File: config.mk
export PLATFORM = sky130hd
export DESIGN_NAME = tick_bcd_counter
export DESIGN_NICKNAME = d
export VERILOG_FILES = /design/src/rtl/clk_tick_pkg.sv /design/src/rtl/bcd_to_7seg.sv /design/src/rtl/tick_bcd_counter.sv
export SDC_FILE = /design/constraint.sdc
export NUM_CORES = 1
export LEC_CHECK = 0
export ABC_AREA = 1
export BUFFER_PORTS_ARGS = -buffer_cell sky130_fd_sc_hd__buf_2
export CAP_MARGIN = 20
export CORE_MARGIN = 2
export CORE_UTILIZATION = 55
export CTS_CLUSTER_SIZE = 30
export DETAILED_ROUTE_END_ITERATION = 12
export GPL_TIMING_DRIVEN = 0
export HOLD_SLACK_MARGIN = 0.05
export PLACE_DENSITY_LB_ADDON = 0.2
export SYNTH_ARGS = -nofsm -noshare
export SYNTH_HDL_FRONTEND = slang
export SYNTH_HIERARCHICAL = 1
export SYNTH_SLANG_ARGS = --single-unit
File: constraint.sdc
create_clock -name i_clk_FPGA -period 4.3 [get_ports i_clk_FPGA]
set_clock_uncertainty 0.15 [all_clocks]
set_input_delay 0.43 -clock i_clk_FPGA [delete_from_list [all_inputs] [get_ports i_clk_FPGA]]
set_output_delay 0.43 -clock i_clk_FPGA [all_outputs]
set_load 0.01 [all_outputs]
File: src/rtl/clk_tick_pkg.sv
// Shared types and constants for the tick-driven BCD counter and its display decoders.
package clk_tick_pkg;

    typedef logic [3:0] bcd_t;
    typedef logic [6:0] seg_t;

    typedef enum logic [1:0] {
        IDLE = 2'd0,
        RUN  = 2'd1,
        HOLD = 2'd2
    } state_t;

    localparam seg_t SEG_OFF  = 7'h7F;
    localparam seg_t SEG_ZERO = 7'h40;

endpackage

File: src/rtl/bcd_to_7seg.sv
// BCD digit to active-low 7-segment pattern {g,f,e,d,c,b,a}; non-BCD codes blank the digit.
module bcd_to_7seg
    import clk_tick_pkg::*;
(
    input  bcd_t digit,
    output seg_t seg
);

    always_comb begin
        seg = SEG_OFF;
        case (digit)
            4'd0:    seg = SEG_ZERO;
            4'd1:    seg = 7'b1111001;
            4'd2:    seg = 7'b0100100;
            4'd3:    seg = 7'b0110000;
            4'd4:    seg = 7'b0011001;
            4'd5:    seg = 7'b0010010;
            4'd6:    seg = 7'b0000010;
            4'd7:    seg = 7'b1111000;
            4'd8:    seg = 7'b0000000;
            4'd9:    seg = 7'b0010000;
            default: seg = SEG_OFF;
        endcase
    end

endmodule

File: src/rtl/tick_bcd_counter.sv
// Turns rising edges of the divided clock into fast-domain ticks that drive a
// run/hold two-digit BCD up/down counter with programmable wrap and 7-seg decode.
//
//   state | meaning
//   IDLE  | count held at 00, waiting for i_start
//   RUN   | ticks advance the count in the i_up_down direction
//   HOLD  | count frozen, i_start resumes
module tick_bcd_counter
    import clk_tick_pkg::*;
#(
    parameter int MAX_COUNT   = 59,
    parameter int SYNC_STAGES = 2
) (
    input  logic       i_clk_FPGA,
    input  logic       i_reset,
    input  logic       i_clk_div,
    input  logic       i_start,
    input  logic       i_stop,
    input  logic       i_clear,
    input  logic       i_up_down,
    output logic [3:0] o_units,
    output logic [3:0] o_tens,
    output logic [6:0] o_seg_units,
    output logic [6:0] o_seg_tens,
    output logic       o_tc,
    output logic       o_running
);

    localparam bcd_t MAX_TENS  = bcd_t'(MAX_COUNT / 10);
    localparam bcd_t MAX_UNITS = bcd_t'(MAX_COUNT % 10);

    logic [SYNC_STAGES-1:0] sync_q;
    logic                   hist_q;
    logic                   tick;
    state_t                 state_q;
    bcd_t                   units_q, tens_q;
    bcd_t                   units_nxt, tens_nxt;
    logic                   wrap;

    // History is cleared together with the synchroniser so a reset drops any pending edge.
    always_ff @(posedge i_clk_FPGA) begin
        if (i_reset) begin
            sync_q <= '0;
            hist_q <= 1'b0;
        end else begin
            sync_q <= {sync_q[SYNC_STAGES-2:0], i_clk_div};
            hist_q <= sync_q[SYNC_STAGES-1];
        end
    end

    assign tick = sync_q[SYNC_STAGES-1] & ~hist_q;

    always_comb begin
        units_nxt = units_q;
        tens_nxt  = tens_q;
        wrap      = 1'b0;
        if (i_up_down) begin
            if (units_q == MAX_UNITS && tens_q == MAX_TENS) begin
                units_nxt = '0;
                tens_nxt  = '0;
                wrap      = 1'b1;
            end else if (units_q == 4'd9) begin
                units_nxt = '0;
                tens_nxt  = tens_q + 4'd1;
            end else begin
                units_nxt = units_q + 4'd1;
            end
        end else begin
            if (units_q == 4'd0 && tens_q == 4'd0) begin
                units_nxt = MAX_UNITS;
                tens_nxt  = MAX_TENS;
                wrap      = 1'b1;
            end else if (units_q == 4'd0) begin
                units_nxt = 4'd9;
                tens_nxt  = tens_q - 4'd1;
            end else begin
                units_nxt = units_q - 4'd1;
            end
        end
    end

    // A held i_start while already running must not block counting, so it only acts outside RUN.
    always_ff @(posedge i_clk_FPGA) begin
        if (i_reset) begin
            state_q   <= IDLE;
            units_q   <= '0;
            tens_q    <= '0;
            o_tc      <= 1'b0;
            o_running <= 1'b0;
        end else begin
            o_tc <= 1'b0;
            if (i_clear) begin
                state_q   <= IDLE;
                units_q   <= '0;
                tens_q    <= '0;
                o_running <= 1'b0;
            end else if (i_stop) begin
                if (state_q == RUN) begin
                    state_q   <= HOLD;
                    o_running <= 1'b0;
                end
            end else if (i_start && state_q != RUN) begin
                state_q   <= RUN;
                o_running <= 1'b1;
            end else if (state_q == RUN && tick) begin
                units_q <= units_nxt;
                tens_q  <= tens_nxt;
                o_tc    <= wrap;
            end
        end
    end

    assign o_units = units_q;
    assign o_tens  = tens_q;

    bcd_to_7seg u_seg_units (
        .digit (units_q),
        .seg   (o_seg_units)
    );

    bcd_to_7seg u_seg_tens (
        .digit (tens_q),
        .seg   (o_seg_tens)
    );

endmodule

==> impl_results.html, run 1 <==
<table>
<tr><th>Metric</th><th>Value</th></tr>
<tr><th colspan="2">Synthesis</th></tr>
<tr><td>Count of mapped cells out of synthesis</td><td>slightly above 200</td></tr>
<tr><td>Number of flops mapped to enable cells by yosys</td><td>0</td></tr>
<tr><td>Most repeated cell in the gate-level netlist after synthesis</td><td>sky130_fd_sc_hd__nand2_1</td></tr>
<tr><td>Net Count, Synth</td><td>225</td></tr>
<tr><td>Most instantiated cells after synthesis</td><td>63 x sky130_fd_sc_hd__nand2_1, 25 x sky130_fd_sc_hd__inv_1, 20 x sky130_fd_sc_hd__nand3_1</td></tr>
<tr><td>Total standard cell area after synthesis</td><td>between 1000 and 1500 sq um</td></tr>
<tr><td>Cell taking the most area after synthesis</td><td>sky130_fd_sc_hd__dfxtp_1</td></tr>
<tr><td>Top_reg_cell synth</td><td>sky130_fd_sc_hd__dfxtp_1</td></tr>
<tr><td>Top cells by area, synth</td><td>sky130_fd_sc_hd__dfxtp_1 21%, sky130_fd_sc_hd__nand2_1 18%, sky130_fd_sc_hd__ha_1 15%</td></tr>
<tr><td>Post-Synthesis Mean Instance Area</td><td>6.49 sq um</td></tr>
<tr><td>Yosys reg bits</td><td>14</td></tr>
<tr><td>Yosys warnings</td><td>6</td></tr>
<tr><td>Share of synthesized registers carrying an async set or reset</td><td>0</td></tr>
<tr><td>Proportion of netlist area held by the largest area contributor</td><td>0.214</td></tr>
<tr><td>Count of distinct cell types in the synthesized netlist</td><td>28</td></tr>
<tr><td>Share of the yosys chip area belonging to registers</td><td>0.214</td></tr>
<tr><th colspan="2">Floorplanning</th></tr>
<tr><td>Die width</td><td>approximately 53 um</td></tr>
<tr><td>Area inside the core boundary</td><td>2230 sq um</td></tr>
<tr><td>Ports</td><td>31</td></tr>
<tr><td>Row count</td><td>17</td></tr>
<tr><td>Initial Utilization</td><td>0.587</td></tr>
<tr><td>Die Span Y</td><td>52.8 um</td></tr>
<tr><td>Area of the die</td><td>2790 sq um</td></tr>
<tr><th colspan="2">Clock tree</th></tr>
<tr><td>Total clock buffers created by CTS</td><td>3</td></tr>
<tr><td>CTS Sinks</td><td>14</td></tr>
<tr><td>Count of cells resized by post-cts repair</td><td>0</td></tr>
<tr><td>Clock Path Buffers</td><td>2</td></tr>
<tr><td>CTS tree</td><td>yes</td></tr>
<tr><td>Clock network latency to the later pin of the worst-skew pair</td><td>0.28 ns</td></tr>
<tr><td>Clock tree root driver cell</td><td>sky130_fd_sc_hd__clkbuf_4</td></tr>
<tr><td>Number of hold buffers added after cts</td><td>0</td></tr>
<tr><td># H-tree levels</td><td>1</td></tr>
<tr><td>Clock-pin slew reported for the worst setup and hold paths after clock tree synthesis</td><td>about 0.080 ns</td></tr>
<tr><td>Post-CTS Setup Bufs</td><td>0</td></tr>
<tr><th colspan="2">Worst setup path</th></tr>
<tr><td>Class of the most critical setup path</td><td>flip-flop to output pin</td></tr>
<tr><td>Most common cell on crit path</td><td>sky130_fd_sc_hd__nand2_1</td></tr>
<tr><td>Endpoint kind of the worst setup timing path</td><td>output pin</td></tr>
<tr><td>Worst-path maximum fanout</td><td>11</td></tr>
<tr><td>Cell depth of the worst flop-to-flop path</td><td>9</td></tr>
<tr><td>Slowest-stage cell, CP</td><td>sky130_fd_sc_hd__dfxtp_1</td></tr>
<tr><td>Required time reported for the critical path endpoint</td><td>3.72 ns</td></tr>
<tr><td>Critical path, cell by cell</td><td>inv_1 -&gt; ha_1 -&gt; nand2_1 -&gt; nand3_1 -&gt; nand2_1 -&gt; buf_2</td></tr>
<tr><td>Largest stage delay, worst path</td><td>0.57 ns</td></tr>
<tr><td>Crit path arrival time</td><td>1.69 ns</td></tr>
<tr><td>Worst Setup Start Kind</td><td>flip-flop</td></tr>
<tr><th colspan="2">Power</th></tr>
<tr><td>Switching power share of the total</td><td>0.226</td></tr>
<tr><td>Power per Cell Area</td><td>160 nW/um^2</td></tr>
<tr><td>Part of the power in the clock network</td><td>0.386</td></tr>
<tr><td>Total power consumption of the routed design</td><td>245 uW</td></tr>
<tr><td>P_sw</td><td>55.4 uW</td></tr>
<tr><td>Proportion of power drawn by combinational gates</td><td>0.075</td></tr>
<tr><td>Leakage power total</td><td>0.891 nW</td></tr>
<tr><td>Worst IR drop on VDD</td><td>0.250 mV</td></tr>
<tr><td>Int Power</td><td>190 uW</td></tr>
<tr><td>Share of power burned in registers</td><td>0.539</td></tr>
<tr><th colspan="2">Final layout</th></tr>
<tr><td>Count of antenna diodes in the layout</td><td>0</td></tr>
<tr><td>Layout Cells excl Fill</td><td>~260</td></tr>
<tr><td>Fillers</td><td>~230</td></tr>
<tr><td>Layout overhead on the synthesized area</td><td>16.9%</td></tr>
<tr><td>Area occupied by multi-input gates</td><td>892 sq um</td></tr>
<tr><td>Register area</td><td>280 sq um</td></tr>
<tr><td>Net total in the final layout</td><td>between 200 and 300</td></tr>
<tr><td>Share of cells above drive strength 1</td><td>0.225</td></tr>
<tr><th colspan="2">Global route</th></tr>
<tr><td>All-layer global routing usage</td><td>0.204</td></tr>
<tr><td>Total grt overflow</td><td>0</td></tr>
<tr><td>First-pass GRT wire length</td><td>approximately 4400 um</td></tr>
<tr><td>Largest net degree at the start of global routing</td><td>16</td></tr>
<tr><td>Vias in the first global route</td><td>1,105</td></tr>
<tr><td>Antenna violations before repair</td><td>0</td></tr>
<tr><th colspan="2">STA</th></tr>
<tr><td>Setup TNS</td><td>0 ns</td></tr>
<tr><td>Headroom to the max-slew limit</td><td>0.653</td></tr>
<tr><td>Final cycle utilization of the critical path</td><td>0.528</td></tr>
<tr><td>Unrepaired setup endpoints after global routing</td><td>no</td></tr>
<tr><td>Final Critical Period</td><td>between 2 and 2.5 ns</td></tr>
<tr><td>Actual slew at the worst max-slew pin</td><td>0.520 ns</td></tr>
<tr><td>Final count of negative-setup-slack endpoints</td><td>0</td></tr>
<tr><td>Number of hold violations in the final report</td><td>0</td></tr>
<tr><td>Fin Hold WS</td><td>0.192 ns</td></tr>
<tr><td>F_max</td><td>between 400 and 500 MHz</td></tr>
<tr><td>Final-report max-slew violation count</td><td>0</td></tr>
<tr><th colspan="2">Routing</th></tr>
<tr><td>Number of DRC violations after detailed-routing iteration 0</td><td>25</td></tr>
<tr><td>Total detailed-routing wirelength</td><td>2630 um</td></tr>
<tr><td>Initial DRT Pass Iterations</td><td>4</td></tr>
<tr><td>DRC violations left</td><td>0</td></tr>
<tr><td>Number of vias after detailed routing</td><td>between 1,000 and 1,500</td></tr>
<tr><td>Detail-routed via count per cell</td><td>4.88</td></tr>
<tr><td>Routed wire length per instance</td><td>about 10 um</td></tr>
<tr><td>Number of nets still failing antenna checks after routing</td><td>0</td></tr>
<tr><th colspan="2">Min path</th></tr>
<tr><td>Worst hold path type</td><td>primary input to flip-flop</td></tr>
<tr><td>Instance count along the most critical hold path</td><td>2</td></tr>
<tr><th colspan="2">Placed design</th></tr>
<tr><td>Total of buffers placed on input and output ports</td><td>30</td></tr>
<tr><td>Weighted congestion reported at the end of routability-driven placement</td><td>0.833</td></tr>
<tr><td>Placed Cells</td><td>between 200 and 300</td></tr>
<tr><td>Estimated wirelength of the detail-placed design</td><td>2070 um</td></tr>
<tr><th colspan="2">Run</th></tr>
<tr><td>Max Cap Viol</td><td>0</td></tr>
<tr><th colspan="2">Status</th></tr>
<tr><td>Result of the run</td><td>finished clean</td></tr>
</table>
-- worst paths after layout --
kind,from,end,slack (ns)
worst max-delay path,o_units[0]$_SDFFE_PP0P_,o_seg_units[3],2.03
worst min-delay path,i_reset,hist_q$_SDFF_PP0_,0.19
worst max register to register,o_units[0]$_SDFFE_PP0P_,o_tens[1]$_SDFFE_PP0P_,2.50
worst min register to register,sync_q[0]$_SDFF_PP0_,sync_q[1]$_SDFF_PP0_,0.26
-- final cells by class --
class / count / share of cell area
well taps: 28 / 0.0229
inverters: 32 / 0.0833
flip-flops and latches: 14 / 0.183
multi-input cells: 155 / 0.582
repair buffers: 30 / 0.0980
plain buffers: 1 / 0.00735
clock buffers: 4 / 0.0237
-- layer usage --
metal  track usage  share of wire  vias to the layer above
li1              -              -                      710
met1         0.245           0.50                      555
met2         0.371           0.46                       22
met3        0.0514          0.035                        0
met4        0.0214              0                        0
met5             0              0                        -
-- state kept, by name, summed over array words and instances (netlist names) --
signal and flops:
o_tens 4, o_units 4, state_q 2, sync_q 2
hist_q 1, o_tc 1
-- cells in the final DEF (no fill, tap or decap) --
cell type                  Yosys  final
sky130_fd_sc_hd__nor2_1       15     15
sky130_fd_sc_hd__buf_2         0     30
sky130_fd_sc_hd__nand2_1      63     63
sky130_fd_sc_hd__o21ai_0      11     11
sky130_fd_sc_hd__o211ai_1      1      1
sky130_fd_sc_hd__nand3_1      20     20
sky130_fd_sc_hd__nor3b_1       1      1
sky130_fd_sc_hd__a31oi_1       1      1
sky130_fd_sc_hd__xor2_1        2      2
sky130_fd_sc_hd__inv_4         1      1
sky130_fd_sc_hd__nand3_2       1      1
sky130_fd_sc_hd__inv_2         3      3
sky130_fd_sc_hd__clkbuf_4      0      3
sky130_fd_sc_hd__o21ai_2       2      2
sky130_fd_sc_hd__clkinv_4      1      1
sky130_fd_sc_hd__nor2_8        1      1
sky130_fd_sc_hd__o21bai_4      1      1
sky130_fd_sc_hd__dfxtp_1      14     14
sky130_fd_sc_hd__inv_1        25     25
sky130_fd_sc_hd__a21oi_2       1      1
sky130_fd_sc_hd__clkinv_1      2      2
sky130_fd_sc_hd__nand3b_1      1      1
sky130_fd_sc_hd__nor2_4        1      1
sky130_fd_sc_hd__a21oi_1       7      7
sky130_fd_sc_hd__nand2_2       5      5
sky130_fd_sc_hd__nand4_1       3      3
sky130_fd_sc_hd__ha_1         16     16
sky130_fd_sc_hd__xnor2_1       1      1
sky130_fd_sc_hd__buf_6         1      1
sky130_fd_sc_hd__nand3_4       1      1
sky130_fd_sc_hd__clkbuf_8      0      1
-- power by group through the flow --
stage	Sequential, mW	Clock [mW]	Combinational (mW)
CTS	0.132	0.0971	0.0186
global route	0.132	0.102	0.0204
detailed placement	0.135	0	0.0185
global placement	0.135	0	0.0180
floorplan	0.135	0	0.0117
finish	0.132	0.0945	0.0184
-- critical path: cells and delay by family (launching register included) --
family	cells	cell delay, ns
adder cells (fa/ha/maj)	1	0.32
flip-flops	1	0.57
AND/OR/NAND/NOR	3	0.23
buffers and inverters	2	0.28
-- per-stage QoR --
| step | setup slack [ns] | cell area [sq um] | utilization |
|---|---|---|---|
| floorplan | 2.53 | 1310 | - |
| global placement | 2.36 | 1500 | 0.670 |
| detailed placement | 2.35 | 1500 | 0.670 |
| CTS | 2.04 | 1530 | 0.686 |
| global route | 1.89 | 1530 | 0.686 |
| finish | 2.03 | 1530 | 0.686 |
-- cell families after synthesis --
group	synth area share
simple gates	0.394
buf+inv	0.106
compound gates	0.114
xor+xnor	0.0200
fa+ha+maj	0.153
flops	0.214
(Power assumes the default switching activity.)
==> run 2, diff against run 1 <==
Settings changed: CORE_UTILIZATION 55 to 52.
Clock period 4.3 ns to 2.18 ns, I/O delays scaled along.
==> run 2 against run 1 <==
Against the previous run: final cell count is 1.5% higher; power rose by 98%; highest routed layer is now met4; worst setup slack lost 1.9 ns; global-route usage is 1.1 points lower; sequential share of layout area is 0.13 points lower; first-iteration DRC count decreased by 4.0%; clock-buffer cell count unchanged; critical path type unchanged; clock power increased by 97%; largest power group unchanged; register-to-register slack got worse by 2.1 ns; via count increased by 1.5%.
==> impl_results.html, run 2 (same netlist as run 1, synthesis figures left out) <==
<table>
<tr><th>Metric</th><th>Value</th></tr>
<tr><th colspan="2">STA</th></tr>
<tr><td>Unrepaired setup endpoints after global routing</td><td>no</td></tr>
<tr><td>Actual slew at the worst max-slew pin</td><td>about 0.51 ns</td></tr>
<tr><td>Final count of negative-setup-slack endpoints</td><td>0</td></tr>
<tr><td>Final Critical Period</td><td>around 2 ns</td></tr>
<tr><td>Fin Hold WS</td><td>0.0976 ns</td></tr>
<tr><td>Setup TNS</td><td>0 ns</td></tr>
<tr><td>Number of hold violations in the final report</td><td>0</td></tr>
<tr><td>Final cycle utilization of the critical path</td><td>0.921</td></tr>
<tr><td>Headroom to the max-slew limit</td><td>0.661</td></tr>
<tr><td>F_max</td><td>498 MHz</td></tr>
<tr><td>Final-report max-slew violation count</td><td>0</td></tr>
<tr><th colspan="2">Floorplanning</th></tr>
<tr><td>Row count</td><td>18</td></tr>
<tr><td>Die Span Y</td><td>54.2 um</td></tr>
<tr><td>Die width</td><td>54.2 um</td></tr>
<tr><td>Area of the die</td><td>2940 sq um</td></tr>
<tr><td>Initial Utilization</td><td>0.539</td></tr>
<tr><td>Area inside the core boundary</td><td>roughly 2400 sq um</td></tr>
<tr><td>Ports</td><td>31</td></tr>
<tr><th colspan="2">Final layout</th></tr>
<tr><td>Count of antenna diodes in the layout</td><td>0</td></tr>
<tr><td>Layout overhead on the synthesized area</td><td>18.8%</td></tr>
<tr><td>Most used cells in the layout excluding fill and tap cells</td><td>63 x sky130_fd_sc_hd__nand2_1, 30 x sky130_fd_sc_hd__buf_2, 25 x sky130_fd_sc_hd__inv_1</td></tr>
<tr><td>Share of cells above drive strength 1</td><td>0.231</td></tr>
<tr><td>Net total in the final layout</td><td>262</td></tr>
<tr><td>Commonest non-fill, non-tap cell in the layout</td><td>sky130_fd_sc_hd__nand2_1</td></tr>
<tr><th colspan="2">Worst setup path</th></tr>
<tr><td>Reg-to-reg setup timing slack</td><td>0.40 ns</td></tr>
<tr><td>Worst-path maximum fanout</td><td>11</td></tr>
<tr><td>Most common cell on crit path</td><td>sky130_fd_sc_hd__nand2_1</td></tr>
<tr><td>Worst Setup Start Kind</td><td>flip-flop</td></tr>
<tr><td>Cell depth of the worst flop-to-flop path</td><td>9</td></tr>
<tr><td>Crit path arrival time</td><td>1.64 ns</td></tr>
<tr><td>Largest stage delay, worst path</td><td>roughly 0.56 ns</td></tr>
<tr><td>Required time reported for the critical path endpoint</td><td>1.81 ns</td></tr>
<tr><td>Reg2Reg Capture Point</td><td>o_tens[1]$_SDFFE_PP0P_</td></tr>
<tr><td>Endpoint kind of the worst setup timing path</td><td>output pin</td></tr>
<tr><td>Class of the most critical setup path</td><td>flip-flop to output pin</td></tr>
<tr><td>Slowest-stage cell, CP</td><td>sky130_fd_sc_hd__dfxtp_1</td></tr>
<tr><td>Worst reg2reg startpoint</td><td>o_units[1]$_SDFFE_PP0P_</td></tr>
<tr><td>Critical path, cell by cell</td><td>inv_1 -&gt; ha_1 -&gt; nand2_1 -&gt; nand3_1 -&gt; nand2_1 -&gt; buf_2</td></tr>
<tr><th colspan="2">Placed design</th></tr>
<tr><td>Weighted congestion reported at the end of routability-driven placement</td><td>0.799</td></tr>
<tr><td>Estimated wirelength of the detail-placed design</td><td>2000 um</td></tr>
<tr><td>Total of buffers placed on input and output ports</td><td>30</td></tr>
<tr><th colspan="2">Global route</th></tr>
<tr><td>Vias in the first global route</td><td>965</td></tr>
<tr><td>All-layer global routing usage</td><td>0.193</td></tr>
<tr><td>First-pass GRT wire length</td><td>4150 um</td></tr>
<tr><td>Antenna violations before repair</td><td>0</td></tr>
<tr><td>Total grt overflow</td><td>0</td></tr>
<tr><td>Largest net degree at the start of global routing</td><td>16</td></tr>
<tr><th colspan="2">Min path</th></tr>
<tr><td>Startpoint of the lowest-slack hold path</td><td>i_stop</td></tr>
<tr><td>Instance count along the most critical hold path</td><td>3</td></tr>
<tr><td>Worst Hold End</td><td>state_q[1]$_SDFFE_PP0P_</td></tr>
<tr><td>Worst hold path type</td><td>primary input to flip-flop</td></tr>
<tr><th colspan="2">Clock tree</th></tr>
<tr><td>Total clock buffers created by CTS</td><td>3</td></tr>
<tr><td>CTS tree</td><td>yes</td></tr>
<tr><td># H-tree levels</td><td>1</td></tr>
<tr><td>Post-CTS Setup Bufs</td><td>0</td></tr>
<tr><td>Clock tree root driver cell</td><td>sky130_fd_sc_hd__clkbuf_4</td></tr>
<tr><td>Clock network latency to the later pin of the worst-skew pair</td><td>about 0.28 ns</td></tr>
<tr><td>Clock-pin slew reported for the worst setup and hold paths after clock tree synthesis</td><td>0.08 ns</td></tr>
<tr><td>Clock Path Buffers</td><td>2</td></tr>
<tr><td>CTS Sinks</td><td>14</td></tr>
<tr><th colspan="2">Routing</th></tr>
<tr><td>DRC violations left</td><td>0</td></tr>
<tr><td>Initial DRT Pass Iterations</td><td>4</td></tr>
<tr><td>Total detailed-routing wirelength</td><td>about 2600 um</td></tr>
<tr><td>Routed wire length per instance</td><td>9.84 um</td></tr>
<tr><td>Number of DRC violations after detailed-routing iteration 0</td><td>24</td></tr>
<tr><td>Detail-routed via count per cell</td><td>~4.9</td></tr>
<tr><td>Number of vias after detailed routing</td><td>1,306</td></tr>
<tr><td>Number of nets still failing antenna checks after routing</td><td>0</td></tr>
<tr><th colspan="2">Power</th></tr>
<tr><td>Power per Cell Area</td><td>between 300 and 400 nW/um^2</td></tr>
<tr><td>Leakage power total</td><td>0.900 nW</td></tr>
<tr><td>Worst IR drop on VDD</td><td>0.542 mV</td></tr>
<tr><th colspan="2">Run</th></tr>
<tr><td>Max Cap Viol</td><td>0</td></tr>
<tr><th colspan="2">Status</th></tr>
<tr><td>Result of the run</td><td>finished clean</td></tr>
</table>
==> run 2: routing by layer <==
layer / vias to the layer above / part of all wire / global-route usage
met3: 4 / 0.044 / 0.0492
met5: - / 0 / 0
met4: 0 / 0.014 / 0.0625
met1: 562 / 0.48 / 0.270
met2: 26 / 0.46 / 0.287
li1: 714 / - / -
==> run 2: through the flow <==
stage | instances | area (sq um) | power (mW) | setup WS, ns | utilization
floorplan | 202 | 1310 | 0.290 | 0.603 | -
global placement | 262 | 1500 | 0.302 | 0.448 | 0.616
detailed placement | 262 | 1500 | 0.302 | 0.439 | 0.616
CTS | 268 | 1560 | 0.493 | 0.114 | 0.639
global route | 268 | 1560 | 0.509 | 0.0492 | 0.640
finish | 268 | 1560 | 0.485 | 0.173 | 0.640
==> run 2: critical path: cells and delay by family, from the launching register on <==
kind                     cells  cell delay (ns)
AND/OR/NAND/NOR              3             0.20
buffers and inverters        2             0.28
adder cells (fa/ha/maj)      1             0.30
flip-flops                   1             0.56
==> run 2: final cells by class <==
class	count	area, sq um
multi-input combinational	155	892
fill	253	875
sequential	14	283
timing repair buffer	32	170
inverter	32	128
tap	30	37.5
clock buffer	4	36.3
buffer	1	11.3
==> run 2: worst max-delay path by stage <==
| stage | start | slack, ns | depth (start not counted) | endpoint |
|---|---|---|---|---|
| global placement | o_units[1]$_SDFFE_PP0P_ | 0.45 | 9 | o_tens[1]$_SDFFE_PP0P_ |
| detailed placement | o_units[0]$_SDFFE_PP0P_ | 0.44 | 6 | o_seg_units[3] |
| finish | o_units[1]$_SDFFE_PP0P_ | 0.17 | 6 | o_seg_units[3] |
| global route | o_tens[0]$_SDFFE_PP0P_ | 0.05 | 6 | o_seg_tens[3] |
| CTS | o_units[0]$_SDFFE_PP0P_ | 0.11 | 6 | o_seg_units[3] |
| floorplan | o_units[0]$_SDFFE_PP0P_ | 0.60 | 7 | o_tens[0]$_SDFFE_PP0P_ |
==> run 2: repair_timing <==
item                       CTS  global route
resized for setup            0             2
hold buffers                 2             0
setup endpoints to repair    0             2
hold endpoints to repair     3             0
==> run 2: where the power goes <==
group / switching, mW / total, mW / internal [mW]
sequential: 0.00200 / 0.261 / 0.259
clock: 0.0845 / 0.186 / 0.102
combinational: 0.0223 / 0.0384 / 0.0160
total: 0.109 / 0.485 / 0.376
